`src/rtl/inc_counter_nbit_if.sv`:
```
// Control and status bundle for inc_counter_nbit.
// master drives the controls and observes the count; slave is the counter.
interface inc_counter_nbit_if #(
  parameter int WIDTH = 16
);
  logic             en;
  logic             up;
  logic             load;
  logic [WIDTH-1:0] d;
  logic             clr_ovf;
  logic             sat;
  logic [WIDTH-1:0] q;
  logic             co;
  logic             ovf;
  logic             zero;

  modport master (
    output en, up, load, d, clr_ovf, sat,
    input  q, co, ovf, zero
  );

  modport slave (
    input  en, up, load, d, clr_ovf, sat,
    output q, co, ovf, zero
  );
endinterface

```
`src/rtl/inc_counter_nbit.sv`:
```
// Up/down counter modulo MAX_VAL+1 with load, carry/borrow pulse and sticky overflow.
// Define COUNTER_SAT_EN to let bus.sat hold q at the terminal value instead of wrapping.
module inc_counter_nbit #(
  parameter int               WIDTH   = 16,
  parameter logic [WIDTH-1:0] MAX_VAL = {WIDTH{1'b1}}
) (
  input logic               clk,
  input logic               rst,
  inc_counter_nbit_if.slave bus
);

  logic [WIDTH-1:0] q_q, q_d;
  logic             co_q, co_d;
  logic             ovf_q, ovf_d;
  logic             wrap;
  logic             sat_hold;

`ifdef COUNTER_SAT_EN
  assign sat_hold = bus.sat;
`else
  // sat is kept on the port for a uniform interface but has no effect here
  assign sat_hold = bus.sat & 1'b0;
`endif

  always_comb begin
    q_d  = q_q;
    wrap = 1'b0;
    if (bus.load) begin
      q_d = (bus.d > MAX_VAL) ? MAX_VAL : bus.d;
    end else if (bus.en) begin
      if (bus.up) begin
        if (q_q >= MAX_VAL) begin
          wrap = 1'b1;
          q_d  = sat_hold ? MAX_VAL : '0;
        end else begin
          q_d = q_q + 1'b1;
        end
      end else begin
        if (q_q == '0) begin
          wrap = 1'b1;
          q_d  = sat_hold ? '0 : MAX_VAL;
        end else begin
          q_d = q_q - 1'b1;
        end
      end
    end
    co_d  = wrap;
    // a wrap in the same cycle as clr_ovf keeps the flag set
    ovf_d = wrap | (ovf_q & ~bus.clr_ovf);
  end

  always_ff @(posedge clk) begin
    if (rst) begin
      q_q   <= '0;
      co_q  <= 1'b0;
      ovf_q <= 1'b0;
    end else begin
      q_q   <= q_d;
      co_q  <= co_d;
      ovf_q <= ovf_d;
    end
  end

  assign bus.q    = q_q;
  assign bus.co   = co_q;
  assign bus.ovf  = ovf_q;
  assign bus.zero = (q_q == '0);

endmodule

```
`src/flat_wrapper.sv`:
```
// flat-port wrapper written by rule: the top's interface ports become plain ports
module inc_counter_nbit_flat 
#(
  parameter int               WIDTH   = 16,
  parameter logic [WIDTH-1:0] MAX_VAL = {WIDTH{1'b1}}
)
  (clk, rst, bus_en, bus_up, bus_load, bus_d, bus_clr_ovf, bus_sat, bus_q, bus_co, bus_ovf, bus_zero);
  inc_counter_nbit_if #(.WIDTH(WIDTH)) bus_i ();
  input logic clk;
  input logic rst;
  input wire logic [$bits(bus_i.en)-1:0] bus_en;
  input wire logic [$bits(bus_i.up)-1:0] bus_up;
  input wire logic [$bits(bus_i.load)-1:0] bus_load;
  input wire logic [$bits(bus_i.d)-1:0] bus_d;
  input wire logic [$bits(bus_i.clr_ovf)-1:0] bus_clr_ovf;
  input wire logic [$bits(bus_i.sat)-1:0] bus_sat;
  output wire logic [$bits(bus_i.q)-1:0] bus_q;
  output wire logic [$bits(bus_i.co)-1:0] bus_co;
  output wire logic [$bits(bus_i.ovf)-1:0] bus_ovf;
  output wire logic [$bits(bus_i.zero)-1:0] bus_zero;
  assign bus_i.en = bus_en;
  assign bus_i.up = bus_up;
  assign bus_i.load = bus_load;
  assign bus_i.d = bus_d;
  assign bus_i.clr_ovf = bus_clr_ovf;
  assign bus_i.sat = bus_sat;
  assign bus_q = bus_i.q;
  assign bus_co = bus_i.co;
  assign bus_ovf = bus_i.ovf;
  assign bus_zero = bus_i.zero;
  inc_counter_nbit #(.WIDTH(WIDTH), .MAX_VAL(MAX_VAL)) u_core (.clk(clk), .rst(rst), .bus(bus_i));
endmodule
```
`config.mk`:
```
export PLATFORM = sky130hd
export DESIGN_NAME = inc_counter_nbit_flat
export DESIGN_NICKNAME = d
export VERILOG_FILES = /design/src/rtl/inc_counter_nbit_if.sv /design/src/rtl/inc_counter_nbit.sv /design/src/flat_wrapper.sv
export SDC_FILE = /design/constraint.sdc
export NUM_CORES = 1
export LEC_CHECK = 0
export BUFFER_PORTS_ARGS = -buffer_cell sky130_fd_sc_hd__buf_4
export CAP_MARGIN = 10
export CORE_MARGIN = 1.5
export CORE_UTILIZATION = 53
export CTS_CLUSTER_DIAMETER = 80
export DETAILED_ROUTE_END_ITERATION = 10
export HOLD_SLACK_MARGIN = 0.06
export PLACE_DENSITY = 0.84
export SETUP_SLACK_MARGIN = 0.15
export SLEW_MARGIN = 10
export SYNTH_ARGS = -nofsm -noshare
export SYNTH_HDL_FRONTEND = slang
export SYNTH_SLANG_ARGS = --single-unit
```
`constraint.sdc`:
```
create_clock -name clk -period 2.75 [get_ports clk]
set_input_delay 0.55 -clock clk [delete_from_list [all_inputs] [get_ports clk]]
set_output_delay 0.55 -clock clk [all_outputs]
set_load 0.05 [all_outputs]
```
Word-level counts from Yosys, hierarchy flattened
Index checks and enable logic that the tools add are counted.
Widths: inputs -> output; s select.
- equality and inequality tests: 0
- multiplexer cells: 11
- magnitude comparators: 2
- bitwise operators: 3
- div/mod/pow operators: 0
- multipliers: 0
- add/sub/neg operators: 2
- shifts and indexed selects: 0
- reductions and logical operators: 2
- operators by type and width (operator ; number):
    $mux 16 ; 6
    $add 16x1->16 const B ; 1
    $ge 16x16->1 const B ; 1
    $gt 16x16->1 const B ; 1
    $logic_not 16->1 ; 1
    $sub 16x1->16 const B ; 1
    $mux 1 ; 5
    $reduce_bool 2->1 ; 1
    $and 1x1->1 ; 1
    $not 1->1 ; 1
    $or 1x1->1 ; 1
- output and inout port bits: 19
- bits in writable memories: 0
- input bits: 23
- logic and storage cells: 23
- bits in registers: 18
- latch bits: 0
- bits in read-only memories: 0
- memories: 0

Depth between registers and ports, before layout
- depth in word-level cells: 6
- depth in mapped cells: 8
- gate-level depth less buffers: 7

Worst setup path before layout
Ideal clock, no wire load.
- kind: register -> output
- start point: reg u_core.q_q[1] (netlist: u_core.bus.q[1])
- end point: out bus_zero
- slack: 83 ps
- stages on the path, launching flop included: 6
- data arrival time: 2117 ps
- data required time: 2200 ps
- path buffers: 1
- path through: dfxtp_1 -> clkbuf_1 -> inv_1 -> ha_1 -> or4b_4 -> nor2_1
- word-level cells in the longest chain between the ends: 1
- ends and longest elaborated chain (what ; RTL line ; text):
    start: declaration ; inc_counter_nbit.sv:12 ; logic [WIDTH-1:0] q_q, q_d;
    start signal: assignment ; inc_counter_nbit.sv:58 ; q_q <= q_d;
    $logic_not 16->1 ; inc_counter_nbit.sv:67 ; assign bus.zero = (q_q == '0);
    end: declaration ; flat_wrapper.sv:20 ; output wire logic [$bits(bus_i.zero)-1:0] bus_zero;
No other way between the ends.

Worst setup path after layout
Same ends and word-level chain as after synthesis.

==> results by group <==
Drt
  – Vias per cell: 6.58
  – Uppermost layer routed: met4
  – Met3 Wirelength: 480 um
  – Via Count: 2053
  – Sum of routed wire length over all layers: 5.40 mm
  – Met1 wire length: 2.39 mm
  – Routed wire length per instance: 17.3 um
  – Initial detailed-routing violation count: 212
  – Routed length on met2: 2.41 mm
  – Number of remaining DRC errors: 0
  – Post-route ant nets: 0
  – First-pass iteration count of the detailed router: 4

Setup path
  – CP Class: flip-flop to primary output
  – Data arrival time of the critical path: 1890 ps
  – Maximum fanout along the worst path: 7
  – Critical Path Start Type: flip-flop
  – Startpoint of the most critical register-to-register path: u_core.bus.q[1]
  – Setup crit end kind: primary output
  – First element of the critical path: u_core.bus.q[1]
  – Worst Path Required: 2200 ps

Final layout
  – Seq. cell area: 360 um^2
  – Most common library cell in the layout ignoring fill and taps: buf_4
  – Layout net count: 296
  – Commonest cells after routing, fill and taps aside: 49 x buf_4, 24 x nor2_1, 22 x a21oi_1, 18 x dfxtp_1, 14 x nand2_1
  – Multi-input combinational cell area: 1280 um^2
  – Fraction of layout cells with a size suffix above 1: 26.9%
  – Post-route cell area: 2120 um^2
  – Area growth from synthesis to layout: 18.3%
  – Fillers: 294
  – Antenna cells: 0

Logic synthesis
  – Main combinational cell family by area after synthesis: simple AND/OR/NAND/NOR gates
  – Synthesized cell area: 1790 um^2
  – Share of the synthesized netlist area taken by xor and xnor gates: 3.43%
  – Adder and majority gate portion of the synthesized area: 2.10%
  – Share of flip-flops with an asynchronous set or reset after synthesis: 0%
  – Area share of the largest cell type after synthesis: 20.1%
  – Post-synthesis cell type with the largest combined area: dfxtp_1
  – Post-synthesis instance total: 239
  – Compound-cell area share of the yosys netlist: 31.8%
  – Most frequently used flop master after synthesis: dfxtp_1
  – Top cells by area in the synthesized netlist: dfxtp_1 20%, a21oi_1 6.2%, nor2_1 5.2%, nor3_1 3.1%, o21ai_0 3.1%
  – Simple-gate share of the synthesized area: 34.1%
  – Avg Inst Size Synth: 7.49 um^2
  – Register bit total from synthesis: 18
  – Multiplexer fraction of the synthesized cell area: 0%
  – Portion of the post-synthesis area used by sequential elements: 20.1%
  – Post-synth EDFFs: 0
  – Distinct cell type count after synthesis: 66
  – Syn Nets: 265
  – Number of warnings printed during yosys synthesis: 0

Power and ir drop
  – IR Drop Worst-Case VDD: 228 uV
  – Power Total: 0.000823 W
  – Power density of the placed cells: 389 nW/um^2
  – LEAKAGE: 0.852 nW

CTS
  – Number of CTS-inserted buffers: 3
  – Sink count of the clock tree: 18
  – Buffer count from post-CTS setup fixing: 0
  – H-tree levels: 1
  – Clock Pin Slew Worst Setup and Hold Paths: 120 ps
  – Post-CTS Hold Fix Bufs: 0
  – Clock latency reported for the late side of the worst-skew pair: 310 ps
  – Clock tree from TritonCTS: done
  – Number of resized instances in the post-cts repair step: 0
  – Max Root-Sink Buffers: 2
  – Clock root buffer: clkbuf_4

Placement
  – Area of placed instances: 2090 um^2
  – Final HPWL from detailed placement: 3.89 mm
  – PortBufs: 40
  – Final estimated routing congestion in global placement: 0.946

Hold path
  – Hold Startpoint: bus_d[15]
  – Class of the most critical hold timing path: input port to flip-flop

STA
  – Number of hold violations in the final report: 0
  – Final setup vio count: 0
  – Worst slew margin: 54.3%
  – Slew at the pin with the worst max-slew slack: 678 ps
  – Layout Skew: 17.2 ps
  – Period utilization: 88.6%
  – Time the final worst path needs with I/O delays and setup: 2440 ps
  – Setup repair after global routing missed its margin: no
  – Final setup TNS: 0 ps
  – Max-slew violation total from the final report: 0
  – Upper clock frequency limit: 410 MHz

Floorplan
  – Full die area: 3730 um^2
  – Starting density of the core: 57.2%
  – Floorplan Core Area: 3130 um^2
  – Top-Level Pins: 42
  – Chip Height: 61.1 um
  – Number of standard-cell rows in the floorplan: 20
  – Die outline width: 61.1 um

GRT
  – Number of global-route vias before repair: 1723
  – Antenna violations before repair: 0
  – Maximum number of pins on one net before global-route repair: 36
  – Remaining global-route overflow: 0
  – Global-route wire length before repair: 8.43 mm
  – Overall fraction of global-route tracks in use: 30.7%

Run status
  – Status: finished clean

Flow run
  – Number of max-cap violations: 0
[area by class of cell]
| class | instances | area share (%) |
|---|---|---|
| Multi-Input combinational cell | 190 | 60.5 |
| Timing Repair Buffer | 49 | 17.4 |
| Sequential cell | 18 | 17.0 |
| Tap cell | 44 | 2.60 |
| Inverter | 8 | 1.42 |
| Clock buffer | 3 | 1.06 |
[cell families (layout without fill, tap and decap cells)]
group                    count (synthesis)  in the layout
AND/OR/NAND/NOR                        100            100
AO/OA/AOI/OAI                           80             80
buffers and inverters                   31             60
flip-flops                              18             18
XOR/XNOR                                 7              7
adder cells (fa/ha/maj)                  3              3
[worst max-delay path: stages (launching register included)]
cell and delay [ps]:
dfxtp_1 380, inv_1 150, ha_1 240, or4b_4 510
nor2_2 110, buf_4 200
[per-stage QoR]
stage	hold WS [ps]	instances	utilization (%)	setup slack [ps]
2_1_floorplan	686	239	-	308
3_3_place_gp	440	309	66.9	535
3_5_place_dp	470	309	66.9	538
4_1_cts	447	312	67.6	326
5_1_grt	461	312	67.6	242
6_report	451	312	67.6	313
[power by group]
group | switching (W) | internal, W
clock | 0.0000903 | 0.0000511
sequential | 0.0000424 | 0.000279
combinational | 0.000219 | 0.000141
total | 0.000352 | 0.000471
[flip-flops by register name (all words and copies together), names as in the netlist]
signal          flops
u_core.bus.ovf      1
u_core.bus.co       1
u_core.bus.q       16
[worst paths after layout]
kind | end | slack (ps) | cells past startpoint
max | bus_zero | 310 | 5
max reg2reg | u_core.bus.q[3] | 430 | 7
min | u_core.bus.q[15] | 450 | 3
min reg2reg | u_core.bus.ovf | 490 | 1
[synthesized netlist by cell type (3+ instances only)]
master / instances
a311o_1: 3
inv_1: 7
xor2_1: 4
nor2_1: 25
and3_1: 4
a211oi_1: 3
a31o_2: 4
ha_1: 3
o21ai_0: 11
o31ai_1: 3
buf_2: 4
dfxtp_1: 18
clkbuf_1: 11
nand4_1: 4
nand3_1: 3
xnor2_1: 3
nand2_1: 14
a31oi_1: 6
a21oi_1: 22
nand2b_1: 4
nand4b_1: 3
buf_4: 4
nor2b_1: 5
nor3_1: 11
nor4_1: 6
[metal layers]
layer,up-vias,global-route usage (%)
met2,124,45.0
met1,949,45.0
met3,10,4.20
met5,-,0
li1,970,-
met4,0,12.4
(Power assumes the default switching activity.)
